==> src/rtl/cache_pkg.sv <==
// Shared types and constants for the direct-mapped read-only cache controller.
// Imported by the store, the controller and the bench.
package cache_pkg;

  localparam int LINE_W    = 2;
  localparam int NUM_LINES = 4;

  typedef enum logic [1:0] {
    IDLE    = 2'd0,
    LOOKUP  = 2'd1,
    FILL    = 2'd2,
    RESPOND = 2'd3
  } cache_state_e;

  // Tag is everything above the line index.
  function automatic int tag_width(input int addr_w);
    return addr_w - LINE_W;
  endfunction

endpackage

==> src/rtl/cache_ctrl_if.sv <==
// CPU read port and single-beat memory refill port of the cache controller.
// Handshakes: cpu_req is a level held by the requester until the cycle after
// the one-cycle cpu_ready pulse; mem_req is a level held by the controller
// until mem_ack, a one-cycle pulse that also qualifies mem_rdata.
interface cache_ctrl_if #(
  parameter int ADDR_W = 8,
  parameter int DATA_W = 8
);
  logic              cpu_req;
  logic [ADDR_W-1:0] cpu_addr;
  logic              cpu_ready;
  logic [DATA_W-1:0] cpu_rdata;
  logic              mem_req;
  logic [ADDR_W-1:0] mem_addr;
  logic [DATA_W-1:0] mem_rdata;
  logic              mem_ack;

  // Environment side: CPU requester and memory responder.
  modport master (
    output cpu_req, cpu_addr, mem_rdata, mem_ack,
    input  cpu_ready, cpu_rdata, mem_req, mem_addr
  );

  // Controller side.
  modport slave (
    input  cpu_req, cpu_addr, mem_rdata, mem_ack,
    output cpu_ready, cpu_rdata, mem_req, mem_addr
  );
endinterface

==> src/rtl/tag_data_store.sv <==
// Tag and data arrays for the 4-line cache: synchronous write, combinational
// read at the same index. Contents are deliberately not reset.
module tag_data_store
  import cache_pkg::*;
#(
  parameter int TAG_W  = 6,
  parameter int DATA_W = 8
) (
  input  logic              clk,
  input  logic              we,
  input  logic [LINE_W-1:0] idx,
  input  logic [TAG_W-1:0]  wtag,
  input  logic [DATA_W-1:0] wdata,
  output logic [TAG_W-1:0]  rtag,
  output logic [DATA_W-1:0] rdata
);

  logic [TAG_W-1:0]  tag_mem  [NUM_LINES];
  logic [DATA_W-1:0] data_mem [NUM_LINES];

  // Validity lives in the external valid array, so stale contents are harmless.
  always_ff @(posedge clk) begin
    if (we) begin
      tag_mem[idx]  <= wtag;
      data_mem[idx] <= wdata;
    end
  end

  assign rtag  = tag_mem[idx];
  assign rdata = data_mem[idx];

endmodule

==> src/rtl/cache_ctrl.sv <==
// Lookup/refill controller for a 4-line direct-mapped read-only cache.
// Owns the FSM, the address latch, the read-data register and the counters.
module cache_ctrl
  import cache_pkg::*;
#(
  parameter int ADDR_W = 8,
  parameter int DATA_W = 8,
  parameter int CNT_W  = 8
) (
  input  logic              clk,
  input  logic              reset,
  cache_ctrl_if.slave       bus,
  output logic [LINE_W-1:0] line,
  input  logic              valid_in,
  output logic              valid_wr,
  output logic [CNT_W-1:0]  hit_cnt,
  output logic [CNT_W-1:0]  miss_cnt,
  output cache_state_e      state_dbg
);

  localparam int TAG_W = tag_width(ADDR_W);

  cache_state_e      state;
  cache_state_e      state_nx;
  logic [ADDR_W-1:0] addr_q;
  logic [DATA_W-1:0] rdata_q;
  logic [CNT_W-1:0]  hit_cnt_q;
  logic [CNT_W-1:0]  miss_cnt_q;

  logic [TAG_W-1:0]  addr_tag;
  logic [TAG_W-1:0]  store_tag;
  logic [DATA_W-1:0] store_data;
  logic              hit;
  logic              fill_ack;
  logic              cpu_ready_c;
  logic              mem_req_c;

  assign addr_tag = addr_q[ADDR_W-1:LINE_W];
  assign line     = addr_q[LINE_W-1:0];
  assign hit      = valid_in && (store_tag == addr_tag);

  tag_data_store #(
    .TAG_W  (TAG_W),
    .DATA_W (DATA_W)
  ) u_store (
    .clk   (clk),
    .we    (fill_ack),
    .idx   (line),
    .wtag  (addr_tag),
    .wdata (bus.mem_rdata),
    .rtag  (store_tag),
    .rdata (store_data)
  );

  // State register; reset drops straight to IDLE so mem_req falls asynchronously.
  always_ff @(posedge clk or posedge reset) begin
    if (reset) begin
      state <= IDLE;
    end else begin
      state <= state_nx;
    end
  end

  always_comb begin
    state_nx = state;
    unique case (state)
      IDLE:    if (bus.cpu_req) state_nx = LOOKUP;
      LOOKUP:  state_nx = hit ? RESPOND : FILL;
      FILL:    if (bus.mem_ack) state_nx = RESPOND;
      RESPOND: state_nx = IDLE;
      default: state_nx = IDLE;
    endcase
  end

  always_comb begin
    cpu_ready_c = 1'b0;
    mem_req_c   = 1'b0;
    fill_ack    = 1'b0;
    unique case (state)
      FILL: begin
        mem_req_c = 1'b1;
        fill_ack  = bus.mem_ack;
      end
      RESPOND: cpu_ready_c = 1'b1;
      default: ;
    endcase
  end

  // rdata_q only changes on the way into RESPOND, so it holds between reads.
  always_ff @(posedge clk or posedge reset) begin
    if (reset) begin
      addr_q     <= '0;
      rdata_q    <= '0;
      hit_cnt_q  <= '0;
      miss_cnt_q <= '0;
    end else begin
      if (state == IDLE && bus.cpu_req) begin
        addr_q <= bus.cpu_addr;
      end
      if (state == LOOKUP) begin
        if (hit) begin
          rdata_q <= store_data;
          if (hit_cnt_q != {CNT_W{1'b1}}) hit_cnt_q <= hit_cnt_q + CNT_W'(1);
        end else begin
          if (miss_cnt_q != {CNT_W{1'b1}}) miss_cnt_q <= miss_cnt_q + CNT_W'(1);
        end
      end
      if (fill_ack) begin
        rdata_q <= bus.mem_rdata;
      end
    end
  end

  assign bus.cpu_ready = cpu_ready_c;
  assign bus.cpu_rdata = rdata_q;
  assign bus.mem_req   = mem_req_c;
  assign bus.mem_addr  = addr_q;
  assign valid_wr      = fill_ack;
  assign hit_cnt       = hit_cnt_q;
  assign miss_cnt      = miss_cnt_q;
  assign state_dbg     = state;

endmodule

==> src/flat_wrapper.sv <==
// flat-port wrapper written by rule: the top's interface ports become plain ports
module cache_ctrl_flat import cache_pkg::*;
#(
  parameter int ADDR_W = 8,
  parameter int DATA_W = 8,
  parameter int CNT_W  = 8
)
  (clk, reset, line, valid_in, valid_wr, hit_cnt, miss_cnt, state_dbg, bus_cpu_req, bus_cpu_addr, bus_mem_rdata, bus_mem_ack, bus_cpu_ready, bus_cpu_rdata, bus_mem_req, bus_mem_addr);
  cache_ctrl_if #(.ADDR_W(ADDR_W), .DATA_W(DATA_W)) bus_i ();
  input  logic clk;
  input  logic reset;
  output logic [LINE_W-1:0] line;
  input  logic valid_in;
  output logic valid_wr;
  output logic [CNT_W-1:0] hit_cnt;
  output logic [CNT_W-1:0] miss_cnt;
  output cache_state_e state_dbg;
  input wire logic [$bits(bus_i.cpu_req)-1:0] bus_cpu_req;
  input wire logic [$bits(bus_i.cpu_addr)-1:0] bus_cpu_addr;
  input wire logic [$bits(bus_i.mem_rdata)-1:0] bus_mem_rdata;
  input wire logic [$bits(bus_i.mem_ack)-1:0] bus_mem_ack;
  output wire logic [$bits(bus_i.cpu_ready)-1:0] bus_cpu_ready;
  output wire logic [$bits(bus_i.cpu_rdata)-1:0] bus_cpu_rdata;
  output wire logic [$bits(bus_i.mem_req)-1:0] bus_mem_req;
  output wire logic [$bits(bus_i.mem_addr)-1:0] bus_mem_addr;
  assign bus_i.cpu_req = bus_cpu_req;
  assign bus_i.cpu_addr = bus_cpu_addr;
  assign bus_i.mem_rdata = bus_mem_rdata;
  assign bus_i.mem_ack = bus_mem_ack;
  assign bus_cpu_ready = bus_i.cpu_ready;
  assign bus_cpu_rdata = bus_i.cpu_rdata;
  assign bus_mem_req = bus_i.mem_req;
  assign bus_mem_addr = bus_i.mem_addr;
  cache_ctrl #(.ADDR_W(ADDR_W), .DATA_W(DATA_W), .CNT_W(CNT_W)) u_core (.clk(clk), .reset(reset), .bus(bus_i), .line(line), .valid_in(valid_in), .valid_wr(valid_wr), .hit_cnt(hit_cnt), .miss_cnt(miss_cnt), .state_dbg(state_dbg));
endmodule
==> config.mk <==
export PLATFORM = sky130hd
export DESIGN_NAME = cache_ctrl_flat
export DESIGN_NICKNAME = d
export VERILOG_FILES = /design/src/rtl/cache_pkg.sv /design/src/rtl/cache_ctrl_if.sv /design/src/rtl/tag_data_store.sv /design/src/rtl/cache_ctrl.sv /design/src/flat_wrapper.sv
export SDC_FILE = /design/constraint.sdc
export NUM_CORES = 1
export LEC_CHECK = 0
export BUFFER_PORTS_ARGS = -buffer_cell sky130_fd_sc_hd__buf_2
export CAP_MARGIN = 15
export CORE_MARGIN = 5
export CORE_UTILIZATION = 40
export CTS_CLUSTER_SIZE = 24
export DETAILED_ROUTE_END_ITERATION = 10
export PLACE_DENSITY = 0.61
export SLEW_MARGIN = 15
export SYNTH_ARGS = -nofsm -noshare
export SYNTH_HDL_FRONTEND = slang
export SYNTH_SLANG_ARGS = --single-unit
==> constraint.sdc <==
create_clock -name clk -period 3.2 [get_ports clk]
set_input_delay 0.48 -clock clk [delete_from_list [all_inputs] [get_ports clk]]
set_output_delay 0.48 -clock clk [all_outputs]
set_load 0.005 [all_outputs]
==> summary.md, run 1 <==
| Metric | Value |
|---|---|
| Outcome | finished, final reports clean |
| Rows | 35 |
| Initial Util | 41.2% |
| Synth-to-layout area growth | 17.5% |
| CTS max path bufs | 2 |
| Yosys cell types | 35 |
| Clk network pwr share | 19.8% |
| Drt total wl | 7.19 mm |
| RSZ-0062 raised after global routing | false |
| Drt wl/cell | 16.1 microns |
| Critical path launch point type | flip-flop |
| TritonCTS clock tree | done |
| Syn Nets | 270 |
| Synth Warn # | 0 |
| First-pass GRT wire length | 11.7 mm |
| Share of the synthesized area in the top cell type | 44.0% |
| Final Skew | 0.00725 ns |
| Critical path data required time | 3.44 ns |
| Die height | 108 microns |
| Root buf cell | clkbuf_8 |
| Fillcell total | 854 |
| DRC errors left | 0 |
| Pwr Density | 787 mW/mm^2 |
| Crit. End Element | flip-flop |
| WS Path Type | flip-flop to flip-flop |
| I/O pins | 60 |
| Combinational power share | 29.9% |
| Sw power | 1.14 mW |
| Largest net degree at the start of global routing | 19 |
| Vias per cell | 4.91 |
| LEAKAGE | 1.85 nW |
| Post-route clock period utilization | 84.8% |
| CTS Buf Count | 9 |
| Routability congestion estimate | 0.770 |
| Initial antenna violation count | 0 |
| Seq/Total Area, Yosys | 66.2% |
| Switch share | 32.1% |
| Peak supply drop | 0.476 mV |
| Setup TNS | 0 ns |
| Hpwl dp | 4.91 mm |
| Layout cells sized above 1 | 35.5% |
| Num Clock Sinks | 90 |
| Cts hold-fix bufs | 0 |
| Final Critical Period | 2.71 ns |
| Final Slew Violations | 0 |
| Core area | 0.00928 sq mm |
| Post-synthesis sequential element count | 90 |
| Ant diodes | 0 |
| Number of H-tree levels | 3 |
| Port Buffers | 59 |
| CP Max Fanout | 17 |
| Initial DRC Count | 77 |
| Relative max-transition margin | 47.9% |
| DR vias | 2,197 |
| Cell area after synthesis | 0.00382 sq mm |
| Max cap viols | 0 |
| Crit path DAT | 2.95 ns |
| Actual slew at the worst max-slew pin | 0.782 ns |
| Post-cts repair resize count | 0 |
| Top post-synthesis cells by area | edfxtp_1, dfrtp_1, mux4_2 |
| Detailed Routing Iterations Pass 1 | 4 |
| Die W | 108 microns |
| Post-layout util | 48.4% |
| Post-CTS setup repair buffer count | 0 |
| Final hold violation count | 0 |
| Min-delay worst type | primary input to asynchronous set/reset pin |
| Syn Area/Cell | 15.8 sq um |
| Clock-pin slew on the worst setup and hold paths | 0.09 ns |
| Routed Antenna Nets | 0 |
| Yosys top cell by area | edfxtp_1 |
| Internal power | 2.40 mW |
| Die area | 0.0116 sq mm |
| Sequential share of power | 50.3% |
| Total Nets Final | 341 |
| Setup violations, final | 0 |
| Total global routing overflow | 0 |
| Post-Syn Instances | 242 |
| Fmax | 368 MHz |
| Clock latency on the worst-skew pair | 0.35 ns |
| GRT Util Overall | 13.3% |
| Vias in the first global route | 2,201 |
## cell type report
type / count / area [sq um] / share of cell area [%]
Clock inverter: 6 / 41.3 / 0.919
Sequential cell: 90 / 2530 / 56.4
Multi-Input combinational cell: 135 / 1210 / 27.0
Tap cell: 129 / 161 / 3.59
Timing Repair Buffer: 70 / 378 / 8.41
Inverter: 7 / 26.3 / 0.585
Clock buffer: 10 / 138 / 3.06
## synthesized netlist by cell type
cell type and count:
o2111ai_1 1, nand3b_1 2, mux2_2 12, a31oi_1 1, and3_1 5, buf_1 2, a211o_1 1, mux2_1 1
xor2_1 13, nor4bb_1 1, a22oi_1 1, inv_1 7, nor3_1 8, nand3_1 10, o22ai_1 1, nor3b_1 5
or3_1 1, xnor2_1 5, buf_6 2, or3b_1 1, nor2_1 12, nor3b_2 1, buf_2 1, ha_1 7
nand2_1 7, dfrtp_1 34, o21bai_1 1, mux4_2 11, clkbuf_1 2, buf_4 3, mux2i_1 16, a21oi_1 9
nor4_4 1, edfxtp_1 56, nand2b_1 1
## power by group through the flow
stage          registers [mW]  clock network (mW)  logic, mW
6_report                 1.78               0.699       1.06
5_1_grt                  1.82               0.785       1.19
4_1_cts                  1.79               0.729       1.09
3_5_place_dp             1.81                   0       1.08
3_3_place_gp             1.80                   0       1.07
2_1_floorplan            1.73                   0      0.746
## placed cells by master, fill, tap and decap left out, types with 3 or more instances in the layout
| cell | n |
|---|---|
| ha_1 | 7 |
| mux4_2 | 11 |
| buf_4 | 11 |
| buf_2 | 59 |
| nor3b_1 | 3 |
| nor2_1 | 12 |
| nor3b_2 | 3 |
| and3_1 | 5 |
| inv_1 | 7 |
| xnor2_1 | 5 |
| xor2_1 | 13 |
| a21oi_1 | 9 |
| nand3_1 | 10 |
| mux2i_1 | 16 |
| nor3_1 | 7 |
| mux2_2 | 12 |
| dfrtp_1 | 34 |
| edfxtp_1 | 56 |
| nand2_1 | 7 |
| clkbuf_8 | 10 |
## through the flow
| stage | worst slack, ns | std cells | total power [mW] | area, sq um | hold WS, ns |
|---|---|---|---|---|---|
| floorplan | 0.520 | 242 | 2.48 | 3820 | 0.478 |
| global placement | 0.505 | 431 | 2.87 | 4310 | 0.472 |
| detailed placement | 0.453 | 431 | 2.90 | 4310 | 0.478 |
| CTS | 0.424 | 447 | 3.60 | 4490 | 0.239 |
| global route | 0.216 | 447 | 3.79 | 4490 | 0.272 |
| finish | 0.486 | 447 | 3.53 | 4490 | 0.232 |
## per-layer routing
| layer | global-route usage (%) | routed length [microns] |
|---|---|---|
| met1 | 17.6 | 3330 |
| met2 | 20.2 | 3290 |
| met3 | 4.92 | 470 |
| met4 | 4.33 | 102 |
| met5 | 0 | 0 |
## kinds of logic (layout without fill, tap and decap cells)
logic type	after synthesis	in the layout	share of synthesized area (%)
AOI/OAI and AO/OA	15	15	2.36
xor gates and xnor gates	18	18	4.12
adders and majority gates	7	7	2.29
buffers and inverters	17	93	2.39
DFF	90	90	66.2
muxes	40	40	14.5
and+or+nand+nor	55	55	8.12
## worst paths after layout
path,from,end,slack (ns),cells past startpoint
worst max-delay path,u_core.bus.mem_addr[1]$_DFFE_PP0P_,u_core.hit_cnt[7]$_DFFE_PP0P_,0.49,6
worst min-delay path,reset,u_core.bus.cpu_rdata[7]$_DFFE_PP0P_,0.23,2
worst max register to register,u_core.bus.mem_addr[1]$_DFFE_PP0P_,u_core.hit_cnt[7]$_DFFE_PP0P_,0.49,6
worst min register to register,u_core.miss_cnt[6]$_DFFE_PP0P_,u_core.miss_cnt[6]$_DFFE_PP0P_,0.49,1
max in group asynchronous,reset,u_core.bus.cpu_rdata[3]$_DFFE_PP0P_,2.24,3
min in group clk,bus_cpu_addr[2],u_core.bus.mem_addr[2]$_DFFE_PP0P_,0.35,2
## sequential cells by signal, indices dropped and copies added (netlist names)
signal                   cells
u_core.bus.cpu_rdata         8
u_core.bus.mem_addr          8
u_core.hit_cnt               8
u_core.miss_cnt              8
u_core.state_dbg             2
u_core.u_store.data_mem     32
u_core.u_store.tag_mem      24
## critical path: stages, from the launching register on
cell,delay [ns]
dfrtp_1,0.86
mux4_2,0.42
xnor2_1,0.15
o2111ai_1,0.18
a211o_1,0.36
nor4_4,0.29
mux2_1,0.34
(Power assumes the default switching activity.)
==> run 2: changes to the inputs <==
- clock period: 3.2 -> 2.5 ns (I/O delays scaled with it)
==> run 2 against run 1 <==
Against the previous run: non-clock buffer count is 13 higher; wire length rose by 4.9%; critical path type unchanged; first-iteration DRC count fell by 18%; register-to-register slack got worse by 0.38 ns; sequential power rose by 25%; design area rose by 4.3%; count of clock-buffer cells in the layout is 1 lower; clock skew up 0.0054 ns; total power up 38%.
==> summary.md, run 2 (same netlist as run 1, synthesis figures left out) <==
| Metric | Value |
|---|---|
| Outcome | finished, final reports clean (unchanged) |
| Drt total wl | 7.55 mm (was 7.19 mm) |
| Setup violations, final | 0 (unchanged) |
| CTS Buf Count | 9 (unchanged) |
| Routability congestion estimate | 0.758 (was 0.770) |
| CTS max path bufs | 2 (unchanged) |
| LEAKAGE | 1.94 nW (was 1.85 nW) |
| I/O pins | 60 (unchanged) |
| CP delay by family, top | multiplexers (was flip-flops) |
| Cell Count, Final, Fillers Out | 460 (was 447) |
| Peak supply drop | 0.483 mV (was 0.476 mV) |
| Relative max-transition margin | 67.6% (was 47.9%) |
| Slowest CP cell | dfrtp_2 (was dfrtp_1) |
| Max reg flops | 32 (unchanged) |
| First-pass GRT wire length | 11.9 mm (was 11.7 mm) |
| Critical path launch point type | flip-flop (unchanged) |
| Total global routing overflow | 0 (unchanged) |
| GRT Util Overall | 13.6% (was 13.3%) |
| Crit path DAT | 2.63 ns (was 2.95 ns) |
| Die height | 108 microns (unchanged) |
| Largest net degree at the start of global routing | 35 (was 19) |
| WHS | 0.114 ns (was 0.232 ns) |
| Pwr Density | 1040 mW/mm^2 (was 787 mW/mm^2) |
| Synth-to-layout area growth | 22.5% (was 17.5%) |
| Fmax | 417 MHz (was 368 MHz) |
| Final hold violation count | 0 (unchanged) |
| Hpwl dp | 5.18 mm (was 4.91 mm) |
| Core area | 0.00928 sq mm (unchanged) |
| Placed Instances | 438 (was 431) |
| Place WS | -0.0113 ns (was 0.453 ns) |
| Initial Util | 41.2% (unchanged) |
| Max stage delay on crit path | 0.49 ns (was 0.86 ns) |
| Final Slew Violations | 0 (unchanged) |
| CP Max Fanout | 9 (was 17) |
| Commonest non-fill, non-tap cell in the layout | buf_2 (unchanged) |
| DRC errors left | 0 (unchanged) |
| Detailed Routing Iterations Pass 1 | 4 (unchanged) |
| Vias in the first global route | 2,293 (was 2,201) |
| Overall Power | 4.87 mW (was 3.53 mW) |
| Layout cells sized above 1 | 39.6% (was 35.5%) |
| Max cap viols | 0 (unchanged) |
| Routed Antenna Nets | 0 (unchanged) |
| Root buf cell | clkbuf_8 (unchanged) |
| Crit. End Element | flip-flop (unchanged) |
| DR vias | 2,251 (was 2,197) |
| Initial antenna violation count | 0 (unchanged) |
| Vias per cell | 4.89 (was 4.91) |
| Post-route clock period utilization | 95.9% (was 84.8%) |
| Largest reg by FF count | u_core.u_store.data_mem (unchanged) |
| WS Path Type | flip-flop to flip-flop (unchanged) |
| Drt wl/cell | 16.4 microns (was 16.1 microns) |
| Total Nets Final | 354 (was 341) |
| Setup ws final | 0.102 ns (was 0.486 ns) |
| Initial DRC Count | 63 (was 77) |
| Die area | 0.0116 sq mm (unchanged) |
| Worst path most repeated cell | mux2i_1 |
| Num Clock Sinks | 90 (unchanged) |
| Most frequent cells in the layout | buf_2, edfxtp_1, dfrtp_1, buf_4, mux2i_1 (was buf_2, edfxtp_1, dfrtp_1, mux2i_1, xor2_1) |
| Worst-path cell chain | buf_4, mux2i_1, mux2i_1, o2111ai_2, a211o_4, nor3_1, mux2_2 (was mux4_2, xnor2_1, o2111ai_1, a211o_1, nor4_4, mux2_1) |
| Crit path buffers/inverters | 1 (was 0) |
| Final Critical Period | 2.40 ns (was 2.71 ns) |
| Rows | 35 (unchanged) |
| Critical path data required time | 2.73 ns (was 3.44 ns) |
| Actual slew at the worst max-slew pin | 0.483 ns (was 0.782 ns) |
| TritonCTS clock tree | done (unchanged) |
| Die W | 108 microns (unchanged) |
| Port Buffers | 59 (unchanged) |
| Final Skew | 0.0126 ns (was 0.00725 ns) |
| Ant diodes | 0 (unchanged) |
| Clock-pin slew on the worst setup and hold paths | 0.09 ns (about the same) |
| Largest regs | u_core.u_store.data_mem: 32 flops, u_core.u_store.tag_mem: 24 flops (unchanged) |
| Min-delay worst type | primary input to asynchronous set/reset pin (unchanged) |
| Clock latency on the worst-skew pair | 0.35 ns (about the same) |
| Number of H-tree levels | 3 (unchanged) |
-- run 2: cell count changes in the layout (fill, tap and decap cells not counted), sizes merged --
cell      previous run  this run
buf                 70        83
bufinv               0         2
clkbuf              10         9
clkinvlp             2         1
-- run 2: what timing repair did --
action / CTS / global route
setup buffers: 0 / 6
gates resized for setup: 2 / 6
endpoints found under the setup margin: 1 / 3
pin swaps: 0 / 3
hold buffers: 0 / 0
-- run 2: worst paths after layout --
path                                                    start                            endpoint  slack [ns]  cells past startpoint
max                        u_core.bus.mem_addr[1]$_DFFE_PP0P_       u_core.hit_cnt[5]$_DFFE_PP0P_        0.10                      7
min                                                     reset  u_core.bus.mem_addr[4]$_DFFE_PP0P_        0.11                      3
max reg2reg                u_core.bus.mem_addr[1]$_DFFE_PP0P_       u_core.hit_cnt[5]$_DFFE_PP0P_        0.10                      7
min reg2reg                    u_core.miss_cnt[6]$_DFFE_PP0P_      u_core.miss_cnt[6]$_DFFE_PP0P_        0.48                      1
max in group asynchronous                               reset  u_core.bus.mem_addr[0]$_DFFE_PP0P_        2.01                      3
min in group clk                              bus_cpu_addr[6]  u_core.bus.mem_addr[6]$_DFFE_PP0P_        0.25                      2
-- run 2: metal layers --
layer  wire [microns]  global-route usage [%]  vias to the layer above
met5                0                       0                        -
met4              106                    5.14                        0
met1             3400                    17.7                     1115
met3              352                    2.82                       11
met2             3690                    22.2                       49
li1                 -                       -                     1076
-- run 2: metrics by stage --
step | utilization [%] | TNS [ns] | instance area [sq um]
floorplan | - | 0 | 3830
global placement | 47.3 | 0 | 4390
detailed placement | 47.3 | -0.0113 | 4390
CTS | 49.6 | 0 | 4610
global route | 50.5 | -0.0340 | 4680
finish | 50.5 | 0 | 4680
-- run 2: area by class of cell --
class	instances	area [sq um]
clock buffer	9	124
clock inverter	7	92.6
fill	831	4600
inverter	7	26.3
multi-input combinational	135	1240
sequential	90	2530
tap	129	161
timing repair buffer	83	504
-- run 2: power breakdown --
group | switching, mW | leakage [nW] | internal (mW)
combinational | 0.711 | 0.931 | 0.861
clock | 0.504 | 0.105 | 0.561
sequential | 0.292 | 0.909 | 1.94
total | 1.51 | 1.94 | 3.36
-- run 2: worst reg2reg max path, cell delays in order, from the launching register on --
cell,delay [ns]
dfrtp_2,0.49
buf_4,0.16
mux2i_1,0.25
mux2i_1,0.28
o2111ai_2,0.16
a211o_4,0.38
nor3_1,0.21
mux2_2,0.35
==> run 3: changes to the inputs <==
- PLACE_DENSITY: 0.61 -> 0.6
- SYNTH_HIERARCHICAL: default -> 1
==> run 3 against run 2 <==
Against the previous run: clock skew decreased by 0.0013 ns; global-route usage increased by 0.35 points; register-to-register slack improved by 0.07 ns; wire length increased by 6.3%; design area decreased by 0.67%; sequential share of layout area increased by 0.31 points; hold slack improved by 0.0070 ns; combinational power increased by 17%; critical path type unchanged; critical endpoint is now u_core/miss_cnt[7]$_DFFE_PP0P_.
==> summary.md, run 3 <==
| Metric | Value |
|---|---|
| Outcome | finished, final reports clean (unchanged) |
| First-pass GRT wire length | 12.4 mm (was 11.9 mm) |
| Post-CTS setup repair buffer count | 0 (unchanged) |
| Routability congestion estimate | 0.802 (was 0.758) |
| GR peak layer | met2 (unchanged) |
| Final Critical Period | 2.33 ns (was 2.40 ns) |
| Pwr Density | 1110 mW/mm^2 (was 1040 mW/mm^2) |
| Crit path DAT | 2.60 ns (was 2.63 ns) |
| DRC errors left | 0 (unchanged) |
| Total Nets Final | 343 (was 354) |
| Relative max-transition margin | 65.5% (was 67.6%) |
| Die area | 0.0121 sq mm (was 0.0116 sq mm) |
| Largest reg by FF count | u_core/u_store/data_mem (was u_core.u_store.data_mem) |
| Placed Instances | 437 (was 438) |
| Post-Syn Instances | 245 (was 242) |
| Drt wl/cell | 17.7 microns (was 16.4 microns) |
| Die W | 110 microns (was 108 microns) |
| Yosys top cell by area | edfxtp_1 (unchanged) |
| Syn Area/Cell | 16.3 sq um (was 15.8 sq um) |
| Grt met1 use | 18.6% (was 17.7%) |
| Port Buffers | 59 (unchanged) |
| Post-synthesis sequential element count | 90 (unchanged) |
| FF-to-FF End | u_core/miss_cnt[7]$_DFFE_PP0P_ (was u_core.hit_cnt[5]$_DFFE_PP0P_) |
| Actual slew at the worst max-slew pin | 0.516 ns (was 0.483 ns) |
| GRT Util Overall | 13.9% (was 13.6%) |
| FF-to-FF Start | u_core/bus.mem_addr[0]$_DFFE_PP0P_ (was u_core.bus.mem_addr[1]$_DFFE_PP0P_) |
| Synth Warn # | 6 (was 0) |
| Total global routing overflow | 0 (unchanged) |
| Worst reg2reg path depth | 7 (unchanged) |
| Top FF cell, synth | edfxtp_1 (unchanged) |
| Commonest non-fill, non-tap cell in the layout | buf_2 (unchanged) |
| Clock latency on the worst-skew pair | 0.35 ns (about the same) |
| Place WS | 0.143 ns (was -0.0113 ns) |
| Vias in the first global route | 2,384 (was 2,293) |
| Post-synth EDFFs | 56 (unchanged) |
| Setup ws final | 0.171 ns (was 0.102 ns) |
| Largest net degree at the start of global routing | 35 (unchanged) |
| CTS max path bufs | 2 (unchanged) |
| DP Area | 0.00443 sq mm (was 0.00439 sq mm) |
| Final Slew Violations | 0 (unchanged) |
| Fmax | 429 MHz (was 417 MHz) |
| Post-Layout Inst Area | 0.00465 sq mm (was 0.00468 sq mm) |
| TritonCTS clock tree | done (unchanged) |
| R2R Setup Slk | 0.17 ns (was 0.10 ns) |
| Routed Antenna Nets | 0 (unchanged) |
| CTS Buf Count | 9 (unchanged) |
| Critical path data required time | 2.77 ns (was 2.73 ns) |
| Share of the synthesized area in the top cell type | 42.1% (was 44.0%) |
| Most frequent cells in the layout | buf_2, edfxtp_1, dfrtp_1, buf_4, nor2_1 (was buf_2, edfxtp_1, dfrtp_1, buf_4, mux2i_1) |
| Cts hold-fix bufs | 0 (unchanged) |
| Rows | 36 (was 35) |
| Cell area after synthesis | 0.00399 sq mm (was 0.00382 sq mm) |
| WHS | 0.121 ns (was 0.114 ns) |
| Number of H-tree levels | 3 (unchanged) |
| Cell Count, Final, Fillers Out | 453 (was 460) |
| Layout cells sized above 1 | 37.8% (was 39.6%) |
| Root buf cell | clkbuf_8 (unchanged) |
| Post-synth top cells | edfxtp_1, dfrtp_1, nor2_1 (was edfxtp_1, dfrtp_1, mux2i_1) |
| Num Clock Sinks | 90 (unchanged) |
| Die height | 110 microns (was 108 microns) |
| Ant diodes | 0 (unchanged) |
| LEAKAGE | 1.83 nW (was 1.94 nW) |
| Setup violations, final | 0 (unchanged) |
| Max reg flops | 32 (unchanged) |
| Most common cell in the netlist | edfxtp_1 (unchanged) |
| Overall Power | 5.17 mW (was 4.87 mW) |
| Final hold violation count | 0 (unchanged) |
| DR vias | 2,339 (was 2,251) |
| Max cap viols | 0 (unchanged) |
| Syn Nets | 273 (was 270) |
| Peak supply drop | 0.538 mV (was 0.483 mV) |
| Initial Util | 41.0% (was 41.2%) |
| Largest regs | u_core/u_store/data_mem: 32 flops, u_core/u_store/tag_mem: 24 flops (was u_core.u_store.data_mem: 32 flops, u_core.u_store.tag_mem: 24 flops) |
| Min-delay worst type | primary input to asynchronous set/reset pin (unchanged) |
| GR Layer Usage met3 | 2.94% (was 2.82%) |
| CP Max Fanout | 6 (was 9) |
| Synth-to-layout area growth | 16.6% (was 22.5%) |
| Hpwl dp | 5.36 mm (was 5.18 mm) |
| WS Path Type | flip-flop to flip-flop (unchanged) |
| Drt total wl | 8.02 mm (was 7.55 mm) |
| Clock-pin slew on the worst setup and hold paths | 0.09 ns (about the same) |
| Top post-synthesis cells by area | edfxtp_1, dfrtp_1, mux4_1 (was edfxtp_1, dfrtp_1, mux4_2) |
| Initial DRC Count | 91 (was 63) |
| Final Skew | 0.0113 ns (was 0.0126 ns) |
| Critical path launch point type | flip-flop (unchanged) |
| Vias per cell | 5.16 (was 4.89) |
| Fillcell total | 891 (was 831) |
| Initial antenna violation count | 0 (unchanged) |
| Crit. End Element | flip-flop (unchanged) |
| GR Util met2 | 21.5% (was 22.2%) |
| Detailed Routing Iterations Pass 1 | 4 (unchanged) |
| Yosys cell types | 42 (was 35) |
| Core area | 0.00973 sq mm (was 0.00928 sq mm) |
| I/O pins | 60 (unchanged) |
| Seq/Total Area, Yosys | 63.5% (was 66.2%) |
| Post-route clock period utilization | 93.2% (was 95.9%) |
| Ys async rst share | 37.8% (unchanged) |
-- run 3: cell types whose count changed after synthesis, moves of 4 or more --
cell	change
a211oi_2	+5
nand4_1	+10
nor4_1	+5
a21oi_1	-9
mux4_2	-5
nor3_1	-8
mux4_1	+8
and3_1	-4
nor3b_1	-4
mux2i_1	-16
a31oi_1	+7
o21ai_0	+8
-- run 3: how the worst max path moves through the flow --
stage / start / endpoint / slack (ns) / cells past startpoint
floorplan: u_core/bus.mem_addr[0]$_DFFE_PP0P_ / u_core/hit_cnt[7]$_DFFE_PP0P_ / 0.20 / 7
global placement: u_core/bus.mem_addr[0]$_DFFE_PP0P_ / u_core/miss_cnt[7]$_DFFE_PP0P_ / 0.19 / 7
detailed placement: u_core/bus.mem_addr[0]$_DFFE_PP0P_ / u_core/hit_cnt[5]$_DFFE_PP0P_ / 0.14 / 7
CTS: u_core/bus.mem_addr[0]$_DFFE_PP0P_ / u_core/hit_cnt[5]$_DFFE_PP0P_ / 0.12 / 7
global route: u_core/bus.mem_addr[0]$_DFFE_PP0P_ / u_core/hit_cnt[3]$_DFFE_PP0P_ / -0.02 / 7
finish: u_core/bus.mem_addr[0]$_DFFE_PP0P_ / u_core/miss_cnt[7]$_DFFE_PP0P_ / 0.17 / 7
-- run 3: final cells by class --
class	count	area, sq um	share of cell area, %
Clock buffer	10	128	2.74
Clock inverter	6	81.3	1.75
Inverter	8	30.0	0.645
Multi-Input combinational cell	133	1320	28.3
Sequential cell	90	2530	54.4
Tap cell	133	166	3.58
Timing Repair Buffer	73	400	8.60
-- run 3: timing repair --
item,4_1_cts,5_1_grt
setup endpoints to repair,0,2
hold endpoints to repair,0,0
gates resized for setup,0,2
-- run 3: metal layers --
metal / routed length, microns / up-vias / part of all wire (%)
met4: 155 / 0 / 1.9
met5: 0 / - / 0
li1: - / 1086 / -
met1: 3520 / 1168 / 44
met2: 3780 / 77 / 47
met3: 561 / 8 / 7.0
-- run 3: critical path, cell delays in order, from the launching register on --
cell	delay, ns
dfrtp_1	0.48
buf_4	0.19
mux4_2	0.50
xnor2_1	0.16
and4_1	0.27
buf_4	0.19
a2111oi_4	0.30
xor2_1	0.17
-- run 3: logic make-up (layout without fill, tap and decap cells) --
family	Yosys count	in the layout	share of synthesized area [%]
adder cells (fa/ha/maj)	7	7	2.19
multiplexers	27	27	12.3
buffers and inverters	22	97	4.04
AO/OA/AOI/OAI	26	26	5.52
flip-flops	90	90	63.5
XOR/XNOR	18	18	3.95
AND/OR/NAND/NOR	55	55	8.50
-- run 3: through the flow --
step	TNS, ns	utilization, %
after floorplan	0	-
after global placement	0	45.5
after detailed placement	0	45.5
after CTS	0	47.7
after global routing	-0.0191	47.8
final	0	47.8
-- run 3: where the power goes --
part	switching, mW	internal, mW	total (mW)
Clock	0.497	0.558	1.05
Combinational	0.957	0.874	1.83
Sequential	0.329	1.96	2.29
